### src/rtl/watch_time_counter.sv
// watch_time_counter: 100 Hz time base with h:m:s:cs counters and per-field edits; HOUR_12_EN selects 12-hour mode with PM flag.
module watch_time_counter #(
  parameter int TICK_DIV  = 1_000_000,
  parameter int INIT_HOUR = 12
) (
  input  logic       clk,
  input  logic       reset,
  input  logic       i_edit,
  input  logic [1:0] i_edit_msec,
  input  logic [1:0] i_edit_sec,
  input  logic [1:0] i_edit_min,
  input  logic [1:0] i_edit_hour,
  output logic [6:0] o_msec,
  output logic [5:0] o_sec,
  output logic [5:0] o_min,
  output logic [4:0] o_hour,
  output logic       o_pm,
  output logic       o_tick
);
  localparam int PW = (TICK_DIV > 1) ? $clog2(TICK_DIV) : 1;
`ifdef HOUR_12_EN
  localparam logic [6:0] H_LO = 7'd1;
  localparam logic [6:0] H_HI = 7'd12;
`else
  localparam logic [6:0] H_LO = 7'd0;
  localparam logic [6:0] H_HI = 7'd23;
`endif
  logic [PW-1:0] pre;
  logic pend, tick_raw, adv, any_edit, apply, c_ms, c_s, c_m;
  logic [6:0] msec_n;
  logic [5:0] sec_n, min_n;
  logic [4:0] hour_n, hour_adv;
  logic pm_n;
  // Both +1 (01) and -1 (11) have bit 0 set; none (00) and reserved (10) do not.
  function automatic logic [6:0] edit_val(input logic [6:0] v, input logic [1:0] c,
                                          input logic [6:0] lo, input logic [6:0] hi);
    return (c == 2'b01) ? ((v == hi) ? lo : v + 7'd1) :
           (c == 2'b11) ? ((v == lo) ? hi : v - 7'd1) : v;
  endfunction
  always_comb begin
    tick_raw = !i_edit && (pre == PW'(TICK_DIV - 1));
    adv      = !i_edit && (tick_raw || pend);
    any_edit = i_edit_msec[0] | i_edit_sec[0] | i_edit_min[0] | i_edit_hour[0];
    apply    = adv && !any_edit;
    c_ms     = o_msec == 7'd99;
    c_s      = c_ms && (o_sec == 6'd59);
    c_m      = c_s && (o_min == 6'd59);
`ifdef HOUR_12_EN
    hour_adv = (o_hour == 5'd12) ? 5'd1 : o_hour + 5'd1;
    pm_n     = (apply && c_m && o_hour == 5'd11) ? ~o_pm : o_pm;
`else
    hour_adv = (o_hour == 5'd23) ? 5'd0 : o_hour + 5'd1;
    pm_n     = 1'b0;
`endif
    msec_n = any_edit ? edit_val(o_msec, i_edit_msec, 7'd0, 7'd99) :
             apply ? (c_ms ? 7'd0 : o_msec + 7'd1) : o_msec;
    sec_n  = any_edit ? 6'(edit_val({1'b0, o_sec}, i_edit_sec, 7'd0, 7'd59)) :
             (apply && c_ms) ? ((o_sec == 6'd59) ? 6'd0 : o_sec + 6'd1) : o_sec;
    min_n  = any_edit ? 6'(edit_val({1'b0, o_min}, i_edit_min, 7'd0, 7'd59)) :
             (apply && c_s) ? ((o_min == 6'd59) ? 6'd0 : o_min + 6'd1) : o_min;
    hour_n = any_edit ? 5'(edit_val({2'b00, o_hour}, i_edit_hour, H_LO, H_HI)) :
             (apply && c_m) ? hour_adv : o_hour;
  end
  always_ff @(posedge clk) begin
    if (reset) begin
      pre    <= '0;
      pend   <= 1'b0;
      o_msec <= 7'd0;
      o_sec  <= 6'd0;
      o_min  <= 6'd0;
      o_hour <= 5'(INIT_HOUR);
      o_pm   <= 1'b0;
      o_tick <= 1'b0;
    end else begin
      pre    <= i_edit ? pre : (tick_raw ? '0 : pre + PW'(1));
      pend   <= (adv && any_edit) || (pend && !apply);
      o_msec <= msec_n;
      o_sec  <= sec_n;
      o_min  <= min_n;
      o_hour <= hour_n;
      o_pm   <= pm_n;
      o_tick <= apply;
    end
  end
endmodule

### config.mk
export PLATFORM = sky130hd
export DESIGN_NAME = watch_time_counter
export DESIGN_NICKNAME = d
export VERILOG_FILES = /design/src/rtl/watch_time_counter.sv
export SDC_FILE = /design/constraint.sdc
export NUM_CORES = 1
export LEC_CHECK = 0
export CORE_MARGIN = 2
export CORE_UTILIZATION = 54
export CTS_CLUSTER_DIAMETER = 50
export DETAILED_ROUTE_END_ITERATION = 10
export HOLD_SLACK_MARGIN = 0.1
export PLACE_DENSITY = 0.74
export SETUP_SLACK_MARGIN = 0.3
export SYNTH_ARGS = -nofsm -noshare
export SYNTH_HDL_FRONTEND = slang
export SYNTH_SLANG_ARGS = --single-unit
### constraint.sdc
create_clock -name clk -period 3.33 [get_ports clk]
set_input_delay 0.333 -clock clk [delete_from_list [all_inputs] [get_ports clk]]
set_output_delay 0.333 -clock clk [all_outputs]
set_load 0.01 [all_outputs]
**After elaboration in Yosys (flattened, before gate mapping)**

Index checks and enable logic that the tools add are counted.

- Bits in registers: 46
- Input bits: 11
- Output and inout bits: 26
- Word-level logic and storage cells: 94

- Add/sub/neg operators: 12
- Eq/ne operators: 17
- Multiplexer cells: 28
- Bitwise gates (word level): 3
- Reductions and logical operators: 27

Operator list:

| cell | count |
|---|---|
| 6-bit 2-to-1 mux | 14 |
| 7-bit 2-to-1 mux | 6 |
| 5-bit 2-to-1 mux | 7 |
| 6-bit by 1-bit adder with 6-bit output (second input constant) | 4 |
| 20-bit by 1-bit adder with 20-bit output (second input constant) | 1 |
| 20-bit equality test (second input constant) | 1 |
| 20-bit 2-to-1 mux | 1 |
| 6-bit equality test (second input constant) | 2 |
| 6-bit zero test | 2 |
| 3-bit by 1-bit != test with 1-bit output (second input constant) | 4 |
| 6-bit by 1-bit subtractor with 6-bit output (second input constant) | 2 |
| 5-bit by 1-bit adder with 5-bit output (second input constant) | 2 |
| 1-bit logical AND | 10 |
| 2-bit by 1-bit equality test with 1-bit output (second input constant) | 4 |
| 2-bit equality test (second input constant) | 4 |
| 2-bit AND reduction | 4 |
| 2-bit nonzero test | 4 |
| 7-bit by 1-bit adder with 7-bit output (second input constant) | 1 |
| 7-bit equality test (second input constant) | 1 |
| 7-bit zero test | 1 |
| 7-bit by 1-bit subtractor with 7-bit output (second input constant) | 1 |
| 5-bit equality test (second input constant) | 1 |
| 5-bit zero test | 1 |
| 5-bit by 1-bit subtractor with 5-bit output (second input constant) | 1 |
| 3 further kinds | 8 |

**Depth between registers and ports, before layout**

Gate-level depths: netlist of the first run.

- Word-level depth: 8
- Gate-level depth with buffers: 9
- Mapped depth without buffers: 8

**Worst setup path after synthesis of the first run**

OpenSTA, ideal clock, no wires.

- Path kind: reg2reg
- From: register o_msec[2]
- To: register o_hour[2]
- Library setup time: 0.127 ns
- Data arrival time: 2.239 ns
- Required time: 3.203 ns
- Setup slack: 0.964 ns
- Stages on the path, launching flop included: 9
- Clock period less this slack: 2.366 ns
- Path through: dfxtp_1 > buf_2 > or3_1 > or3_1 > clkbuf_2 > nor3_1 > a21oi_2 > o21ai_1 > or3b_1

- Word-level cells in the longest chain between the ends: 6

Ends and longest elaborated chain:

| what | line | RTL |
|---|---|---|
| from (decl) | 13 | `output logic [6:0] o_msec,` |
| from (signal assigned) | 77 | `o_msec <= msec_n;` |
| 7-bit equality test | 45 | `c_ms = o_msec == 7'd99;` |
| 1-bit logical AND | 46 | `c_s = c_ms && (o_sec == 6'd59);` |
| 1-bit logical AND | 47 | `c_m = c_s && (o_min == 6'd59);` |
| 1-bit logical AND | 62 | `(apply && c_m) ? hour_adv : o_hour;` |
| 2-bit nonzero test (no source line) | n/a |  |
| 2-bit AND reduction (no source line) | n/a |  |
| to (signal assigned) | 71 | `o_hour <= 5'(INIT_HOUR);` |
| to (signal assigned) | 80 | `o_hour <= hour_n;` |
| to (decl) | 16 | `output logic [4:0] o_hour,` |

Every way passes these cells.
A chain may end at the register's enable or synchronous reset.

**Worst setup path in the final report of the first run**

- From: input i_edit
- To: register o_hour[2]

- Word-level cells in the longest chain between the ends: 8

Ends and longest elaborated chain:

| what | line | RTL |
|---|---|---|
| from (decl) | 8 | `input logic i_edit,` |
| 1-bit zero test * | 41, 42 |  |
| 1-bit logical AND | 41 | `tick_raw = !i_edit && (pre == PW'(TICK_DIV - 1));` |
| 1-bit logical OR | 42 | `adv = !i_edit && (tick_raw \|\| pend);` |
| 1-bit logical AND * | 42 |  |
| 1-bit logical AND * | 44 | `apply = adv && !any_edit;` |
| 1-bit logical AND * | 62 |  |
| 2-bit nonzero test (no source line) * | n/a |  |
| 2-bit AND reduction (no source line) * | n/a |  |

Mark *: on every way between the ends. The rest lies on a longest branch, timed or not.

==> impl_metrics.json, run 1 <==
{
  "yosysSeqAreaShare_pct": 30.73,
  "cts_root_buf": "clkbuf_8",
  "drt-met1-wl_um": 3137,
  "path_cells": "clkdlybuf4s50_1, nand4b_1, or4_4, o31ai_4, a21oi_2, o21ai_1, or3b_1",
  "ys_ff_latch": 46,
  "cp-startpoint": "i_edit",
  "stdcell_count": 490,
  "yosys-top-cells-area": "dfxtp_1, nor2_1, ha_1",
  "highest_layer": "met4",
  "setup_viol": 0,
  "grt_util_all_layers_pct": 21.91,
  "hold_viol_final": 0,
  "pre_cts_ws_ps": 421.9,
  "cts_sinks": 46,
  "antenna_found_initial": 0,
  "placed_area_um2": 3328,
  "wl_um": 6528,
  "postRouteAntennaNets": 0,
  "synthFlopType": "dfxtp_1",
  "regToRegSetupSlack_ps": 800,
  "wire_per_inst_um": 13.32,
  "core_area_um2": 5439,
  "critical-path-top-delay-family": "simple AND/OR/NAND/NOR gates",
  "skew_ps": 7.672,
  "endpoint_kind": "register",
  "synth_top_area_share_pct": 30.73,
  "synth_edf_count": 0,
  "fin_crit_sh_pct": 78.29,
  "ff2ff_path_depth": 7,
  "ios": 37,
  "worst_slack_ps": 723.1,
  "grt_pass1_vias": 2525,
  "syn_inst": 393,
  "post-route-min-period_ps": 2607,
  "mappedNetlistArea_um2": 2997,
  "row_count": 27,
  "yosysTopAreaCell": "dfxtp_1",
  "htree_levels": 2,
  "report.final.slew_viol_count": 0,
  "gp_congestion": 0.8495,
  "hold_class": "register to register",
  "yosys-top-cells-count": "nor2_1, dfxtp_1, nand2_1, a21oi_1, o21ai_0",
  "dr_wl_met2_um": 2893,
  "nets": 440,
  "overflow": 0,
  "holdBufCountCts": 0,
  "cts_resized": 0,
  "synth.most_common_cell": "nor2_1",
  "cts_tree": "done",
  "critPathRequiredTime_ps": 3520,
  "maxSlewHeadroom_pct": 22.40,
  "insertion_delay_ps": 300,
  "start_util_pct": 55.10,
  "setup_tns_ps": 0,
  "place_inst": 482,
  "first_pass_iters": 5,
  "clk_pin_slew_ps": 90,
  "avgSynthCellArea_um2": 7.625,
  "synth_cell_types": 64,
  "route.detailed.drc": 0,
  "n_antenna_cell": 0,
  "crit_arrival_ps": 2800,
  "die_h_um": 78.50,
  "worst_slew_pin_slew_ps": 1152,
  "yosys_warnings": 0,
  "powerDensity_nw_per_um2": 413.1,
  "timing.critical_path.to": "o_hour[2]",
  "fp.dieW_um": 78.50,
  "clock_path_buffers": 2,
  "slowest_delay_ps": 600,
  "p_leak_nw": 1.199,
  "rr_startpoint": "pre[0]",
  "dieArea_um2": 6161,
  "r2r-end": "o_hour[2]",
  "status": "finished, final reports clean",
  "async_flop_share_pct": 0,
  "layout-drive-gt1-share_pct": 6.220,
  "worstSetupPathType": "input port to register",
  "syn_nets": 416,
  "drv_cap": 0,
  "clock.fmax_mhz": 383.6,
  "hpwl_um": 4681,
  "power_mw": 1.420,
  "grt_pass1_wl_um": 11110,
  "cp_num_cells": 7,
  "drt_iter0_drc": 123,
  "post-cts-setup-buffers": 0,
  "grt_max_degree": 22,
  "wl_met3_um": 370,
  "rsz0062_at_grt": "no",
  "critPathSlowestCell": "or4_4",
  "num_vias": 2867,
  "max-vdd-ir-drop_v": 0.0001995,
  "path_buf_inv": 1,
  "design_area_um2": 3438,
  "routed_via_density": 5.851,
  "portBuffers": 35,
  "cp-start-kind": "input port",
  "areaGrowthSynthToFinish_pct": 14.74,
  "cts_buffers": 5,
  "path_max_fanout": 10
}
worst min path at each step:
stage          startpoint        end  slack, ps  cells past startpoint
2_1_floorplan       reset  o_hour[2]        440                      1
3_3_place_gp      pre[18]    pre[18]        490                      2
3_5_place_dp      pre[18]    pre[18]        500                      2
4_1_cts           pre[18]    pre[18]        520                      2
5_1_grt           pre[18]    pre[18]        560                      2
6_report          pre[18]    pre[18]        510                      2
report_power, final:
part	switching, mW	internal (mW)
combinational	0.185	0.178
sequential	0.0646	0.583
clock	0.187	0.224
state kept, by name (all words and copies together) (netlist names), named ones only:
name / count
pre: 20
o_msec: 7
o_sec: 6
o_min: 6
o_tick: 1
o_hour: 5
area by class of cell:
| class | instances | area (um2) |
|---|---|---|
| Multi-Input combinational cell | 311 | 1888 |
| Fill cell | 477 | 2001 |
| Inverter | 15 | 56.30 |
| Tap cell | 72 | 90.09 |
| Sequential cell | 46 | 920.9 |
| Clock buffer | 6 | 72.57 |
| Clock inverter | 2 | 37.54 |
| Timing Repair Buffer | 38 | 372.9 |
through the flow:
| stage | hold slack (ps) | util (%) |
|---|---|---|
| 4_1_cts | 518.5 | 63.22 |
| 6_report | 511.7 | 63.22 |
| 3_5_place_dp | 504.7 | 61.19 |
| 2_1_floorplan | 437.3 | - |
| 3_3_place_gp | 486.1 | 61.19 |
| 5_1_grt | 560.7 | 63.22 |
worst reg2reg max path, cell delays in order (launching register included):
cell      delay [ps]
dfxtp_1          420
ha_1             210
nand4b_1         170
or4_4            600
o31ai_4          340
a21oi_2          190
o21ai_1          160
or3b_1           340
metal layers:
metal / vias to the layer above / GRT usage (%)
li1: 1448 / -
met3: 12 / 3.448
met5: - / 0
met1: 1305 / 29.30
met2: 102 / 35.52
met4: 0 / 8.421
cell usage in the layout, fill, tap and decap left out, types with 2 or more instances in the layout:
cell	Yosys	final
a211oi_1	11	11
a21o_1	2	2
a21oi_1	29	29
a21oi_2	2	2
a311oi_1	3	3
a31oi_1	5	5
and3_1	6	6
buf_4	1	3
clkbuf_8	3	5
clkdlybuf4s50_1	0	35
dfxtp_1	46	46
ha_1	12	12
inv_1	15	15
mux2i_1	2	2
nand2_1	31	31
nand2b_1	2	2
nand3_1	23	23
nand4_1	2	2
nand4b_1	4	4
nor2_1	52	52
nor2b_1	7	7
nor3_1	15	15
nor4_1	2	2
o2111ai_1	2	2
o211ai_1	2	2
o21a_1	2	2
o21ai_0	27	27
o21ai_1	2	2
o41ai_1	2	2
or2_2	5	5
or3_1	7	7
or4_1	3	3
xnor2_1	15	15
xor2_1	9	9
logic make-up (layout without fill, tap and decap cells):
family,Yosys count,after routing,share of synthesized area [%]
adders and majority gates,12,12,5.010
AOI/OAI and AO/OA,103,103,22.13
xor gates and xnor gates,24,24,7.015
muxes,2,2,0.6681
other,1,1,0.1251
and+or+nand+nor,169,169,28.06
DFF,46,46,30.73
buffers and inverters,36,61,6.263
(Power assumes the default switching activity.)
==> inputs of run 2 (changes only) <==
- clock period: 3.33 -> 2.6 ns (I/O delays scaled with it)
==> run 2 against run 1 <==
Effect of this change:
- critical path depth stayed put
- hold slack about the same
- sequential power grew 25%
- non-clock buffer count increased by 18
- register-to-register slack got worse by 540 ps
- utilization increased by 4.0 points
- combinational power is 46% higher
- die area unchanged
- design area grew 6.4%
- flip-flop and latch count unchanged
- clock power rose by 31%
- critical endpoint is now o_min[2]
==> impl_metrics.json, run 2 (same netlist as run 1, synthesis figures left out) <==
{
  "status": "finished, final reports clean",
  "largest_reg_flops": 20,
  "powerDensity_nw_per_um2": 513.3,
  "start_util_pct": 55.10,
  "nets": 458,
  "worstSetupPathType": "register to register",
  "first_pass_iters": 4,
  "antenna_found_initial": 0,
  "core_area_um2": 5439,
  "power_mw": 1.877,
  "overflow": 0,
  "htree_levels": 2,
  "n_antenna_cell": 0,
  "dieArea_um2": 6161,
  "clock_path_buffers": 2,
  "drt_iter0_drc": 131,
  "insertion_delay_ps": 300,
  "grt_pass1_wl_um": 11810,
  "path_max_fanout": 8,
  "setup_tns_ps": 0,
  "clk_pin_slew_ps": 90,
  "rsz0062_at_grt": "yes",
  "drv_cap": 0,
  "clock.fmax_mhz": 427.2,
  "hpwl_um": 4896,
  "hold_viol_final": 0,
  "cp-start-kind": "register",
  "reg.largest.list": "pre x20, o_msec x7",
  "fin_crit_sh_pct": 90.04,
  "stdcell_count": 508,
  "wl_um": 6995,
  "post-route-min-period_ps": 2341,
  "crit_arrival_ps": 2570,
  "cts_sinks": 46,
  "grt_util_all_layers_pct": 23.48,
  "critPathRequiredTime_ps": 2830,
  "p_leak_nw": 1.300,
  "route.detailed.drc": 0,
  "ios": 37,
  "cts_tree": "done",
  "row_count": 27,
  "postRouteAntennaNets": 0,
  "areaGrowthSynthToFinish_pct": 22.05,
  "cts_root_buf": "clkbuf_8",
  "skew_ps": 4.292,
  "report.final.slew_viol_count": 0,
  "final_cell_mix": "nor2_1, dfxtp_1, clkdlybuf4s50_1",
  "portBuffers": 35,
  "layout-drive-gt1-share_pct": 13.53,
  "fp.dieW_um": 78.50,
  "final_common_cell": "nor2_1",
  "num_vias": 2925,
  "max-vdd-ir-drop_v": 0.0003686,
  "gp_congestion": 0.8946,
  "routed_via_density": 5.758,
  "wire_per_inst_um": 13.77,
  "endpoint_kind": "register",
  "die_h_um": 78.50,
  "worst_slack_ps": 259.1,
  "setup_viol": 0,
  "largest_register": "pre",
  "grt_pass1_vias": 2631,
  "place_inst": 496,
  "hold_class": "register to register",
  "holdBufCountCts": 0,
  "fillers": 462,
  "worst_slew_pin_slew_ps": 608.2,
  "pre_cts_ws_ps": 50.80,
  "cts_buffers": 5,
  "grt_max_degree": 31,
  "maxSlewHeadroom_pct": 59.30
}
## run 2: cell types whose count changed in the layout (fill, tap and decap cells not counted), sizes merged
cell  change
buf      +18
## run 2: final timing paths
path            from  endpoint  slack [ps]  depth (start not counted)
max reg2reg   pre[6]  o_min[2]         260                          7
min          pre[18]   pre[18]         510                          2
min reg2reg  pre[18]   pre[18]         510                          2
max           pre[6]  o_min[2]         260                          7
## run 2: where the power goes
group / switching [mW] / internal, mW
registers: 0.0625 / 0.746
clock network: 0.250 / 0.287
logic: 0.272 / 0.259
total: 0.585 / 1.29
## run 2: worst max-delay path: stages, from the launching register on
cell and delay, ps:
dfxtp_2 330, or4_4 520, or4_4 460, o31ai_4 260
buf_6 160, a21oi_4 80, or3_1 320, a21oi_1 150
## run 2: through the flow
stage	hold slack, ps	utilization [%]	instance area (um2)
after CTS	516.7	66.37	3610
final	511.6	67.24	3657
after global placement	487.8	63.31	3443
after floorplan	364.3	-	3007
after detailed placement	501.9	63.31	3443
after global routing	557.4	67.24	3657
## run 2: cell type report
cell class,count,area [um2],share of cell area [%]
Tap cell,72,90.09,2.463
Sequential cell,46,928.4,25.38
Multi-Input combinational cell,311,1961,53.61
Inverter,15,56.30,1.540
Clock inverter,2,37.54,1.026
Clock buffer,6,72.57,1.984
Timing Repair Buffer,56,511.7,13.99
## run 2: per-layer routing
metal / track usage [%] / part of all wire, % / up-vias
li1: - / - / 1484
met1: 28.74 / 45 / 1350
met2: 40.52 / 50 / 78
met3: 4.368 / 4.2 / 13
met4: 9.474 / 1.6 / 0
met5: 0 / 0 / -
## run 2: timing repair
item / 4_1_cts / 5_1_grt
pin swaps: 2 / 5
endpoints found under the setup margin: 6 / 22
gates resized for setup: 7 / 15
setup buffers: 4 / 0
==> inputs of run 3 (changes only) <==
- TNS_END_PERCENT: unset -> 50
==> run 3 against run 2 <==
Effect of this change:
- sequential share of layout area up 0.070 points
- non-clock buffer count did not move
- sequential power barely moved
- hold slack better by 0.66 ps
- total power about the same
- largest cell class unchanged
- highest routed layer unchanged
==> impl_metrics.json, run 3 (same netlist as run 1, synthesis figures left out) <==
{
  "drv_cap": 0,
  "hpwl_um": 4896,
  "htree_levels": 2,
  "wl_um": 6975,
  "grt_util_all_layers_pct": 23.48,
  "path_cells": "or4_4, or4_4, o31ai_4, buf_6, a21oi_4, or3_1, a21oi_1",
  "crit_arrival_ps": 2570,
  "min_from": "pre[18]",
  "setup_tns_ps": 0,
  "critPathRequiredTime_ps": 2830,
  "nets": 458,
  "maxSlewHeadroom_pct": 60.71,
  "crit_top_cell": "or4_4",
  "portBuffers": 35,
  "final_common_cell": "nor2_1",
  "cts_buffers": 5,
  "routed_via_density": 5.819,
  "powerDensity_nw_per_um2": 514.5,
  "rr_startpoint": "pre[6]",
  "reg.largest.list": "pre x20, o_msec x7",
  "setup_viol": 0,
  "placed_area_um2": 3443,
  "n_antenna_cell": 0,
  "holdBufCountCts": 0,
  "grt_pass1_wl_um": 11810,
  "fp.dieW_um": 78.50,
  "clk_pin_slew_ps": 90,
  "design_area_um2": 3647,
  "path_max_fanout": 8,
  "clock_path_buffers": 2,
  "critPathSlowestCell": "or4_4",
  "hold_slack_ps": 512.3,
  "skew_ps": 4.062,
  "grt_max_degree": 31,
  "largest_register": "pre",
  "cp-start-kind": "register",
  "worst_slew_pin_slew_ps": 587.2,
  "core_area_um2": 5439,
  "route.detailed.drc": 0,
  "endpoint_kind": "register",
  "layout-drive-gt1-share_pct": 13.07,
  "hold_class": "register to register",
  "cts_sinks": 46,
  "cts_tree": "done",
  "cts_root_buf": "clkbuf_8",
  "first_pass_iters": 4,
  "hold_viol_final": 0,
  "drt_iter0_drc": 124,
  "dieArea_um2": 6161,
  "wire_per_inst_um": 13.73,
  "postRouteAntennaNets": 0,
  "num_vias": 2956,
  "rsz0062_at_grt": "yes",
  "p_leak_nw": 1.299,
  "status": "finished, final reports clean",
  "ios": 37,
  "cp-startpoint": "pre[6]",
  "slowest_delay_ps": 520,
  "power_mw": 1.876,
  "max-vdd-ir-drop_v": 0.0003705,
  "fin_crit_sh_pct": 89.95,
  "clock.fmax_mhz": 427.6,
  "post-route-min-period_ps": 2339,
  "die_h_um": 78.50,
  "areaGrowthSynthToFinish_pct": 21.71,
  "grt_pass1_vias": 2631,
  "row_count": 27,
  "report.final.slew_viol_count": 0,
  "largest_reg_flops": 20,
  "overflow": 0,
  "gp_congestion": 0.8946,
  "antenna_found_initial": 0,
  "insertion_delay_ps": 300,
  "worstSetupPathType": "register to register",
  "start_util_pct": 55.10,
  "final_cell_mix": "nor2_1, dfxtp_1, clkdlybuf4s50_1"
}
## run 3: changes by cell type in the layout (fill, tap and decap cells not counted)
cell | previous run | this run
a21oi_1 | 28 | 29
a21oi_2 | 1 | 0
a311oi_1 | 2 | 3
a311oi_2 | 1 | 0
o21ai_0 | 25 | 26
o21ai_1 | 3 | 2
## run 3: critical path, delay by kind of cell, from the launching register on
kind | cells | cell delay [ps]
AO/OA/AOI/OAI | 3 | 490
buffers and inverters | 1 | 160
AND/OR/NAND/NOR | 3 | 1300
flip-flops | 1 | 330
## run 3: repair_timing
item	CTS	global route
gates resized for setup	7	12
setup endpoints to repair	6	22
setup buffers	4	0
pin swaps	1	4
## run 3: final cells by class
type,count,area [um2]
tap,72,90.09
clock buffer,6,72.57
inverter,15,56.30
multi-input combinational,311,1951
timing repair buffer,56,511.7
clock inverter,2,37.54
fill,466,1792
sequential,46,928.4
## run 3: worst paths after layout
path         endpoint  slack [ps]  cells past startpoint
min           pre[18]         510                      2
max reg2reg  o_min[2]         260                      7
max          o_min[2]         260                      7
min reg2reg   pre[18]         510                      2
## run 3: report_power, final
group          leakage [nW]  switching [mW]  internal [mW]
registers             0.378          0.0624          0.746
logic                 0.869           0.272          0.257
clock network        0.0514           0.252          0.287
total                  1.30           0.586           1.29
## run 3: stage by stage
stage	utilization, %	instances	worst slack [ps]
2_1_floorplan	-	393	304.7
3_3_place_gp	63.31	496	113.0
3_5_place_dp	63.31	496	50.80
4_1_cts	66.37	508	244.7
5_1_grt	67.06	508	178.6
6_report	67.06	508	261.3
## run 3: layer usage
layer	share of wire, %	GRT usage (%)	up-vias
met3	4.5	4.368	11
li1	-	-	1485
met5	0	0	-
met2	49	40.52	92
met1	45	28.74	1368
met4	1.5	9.474	0
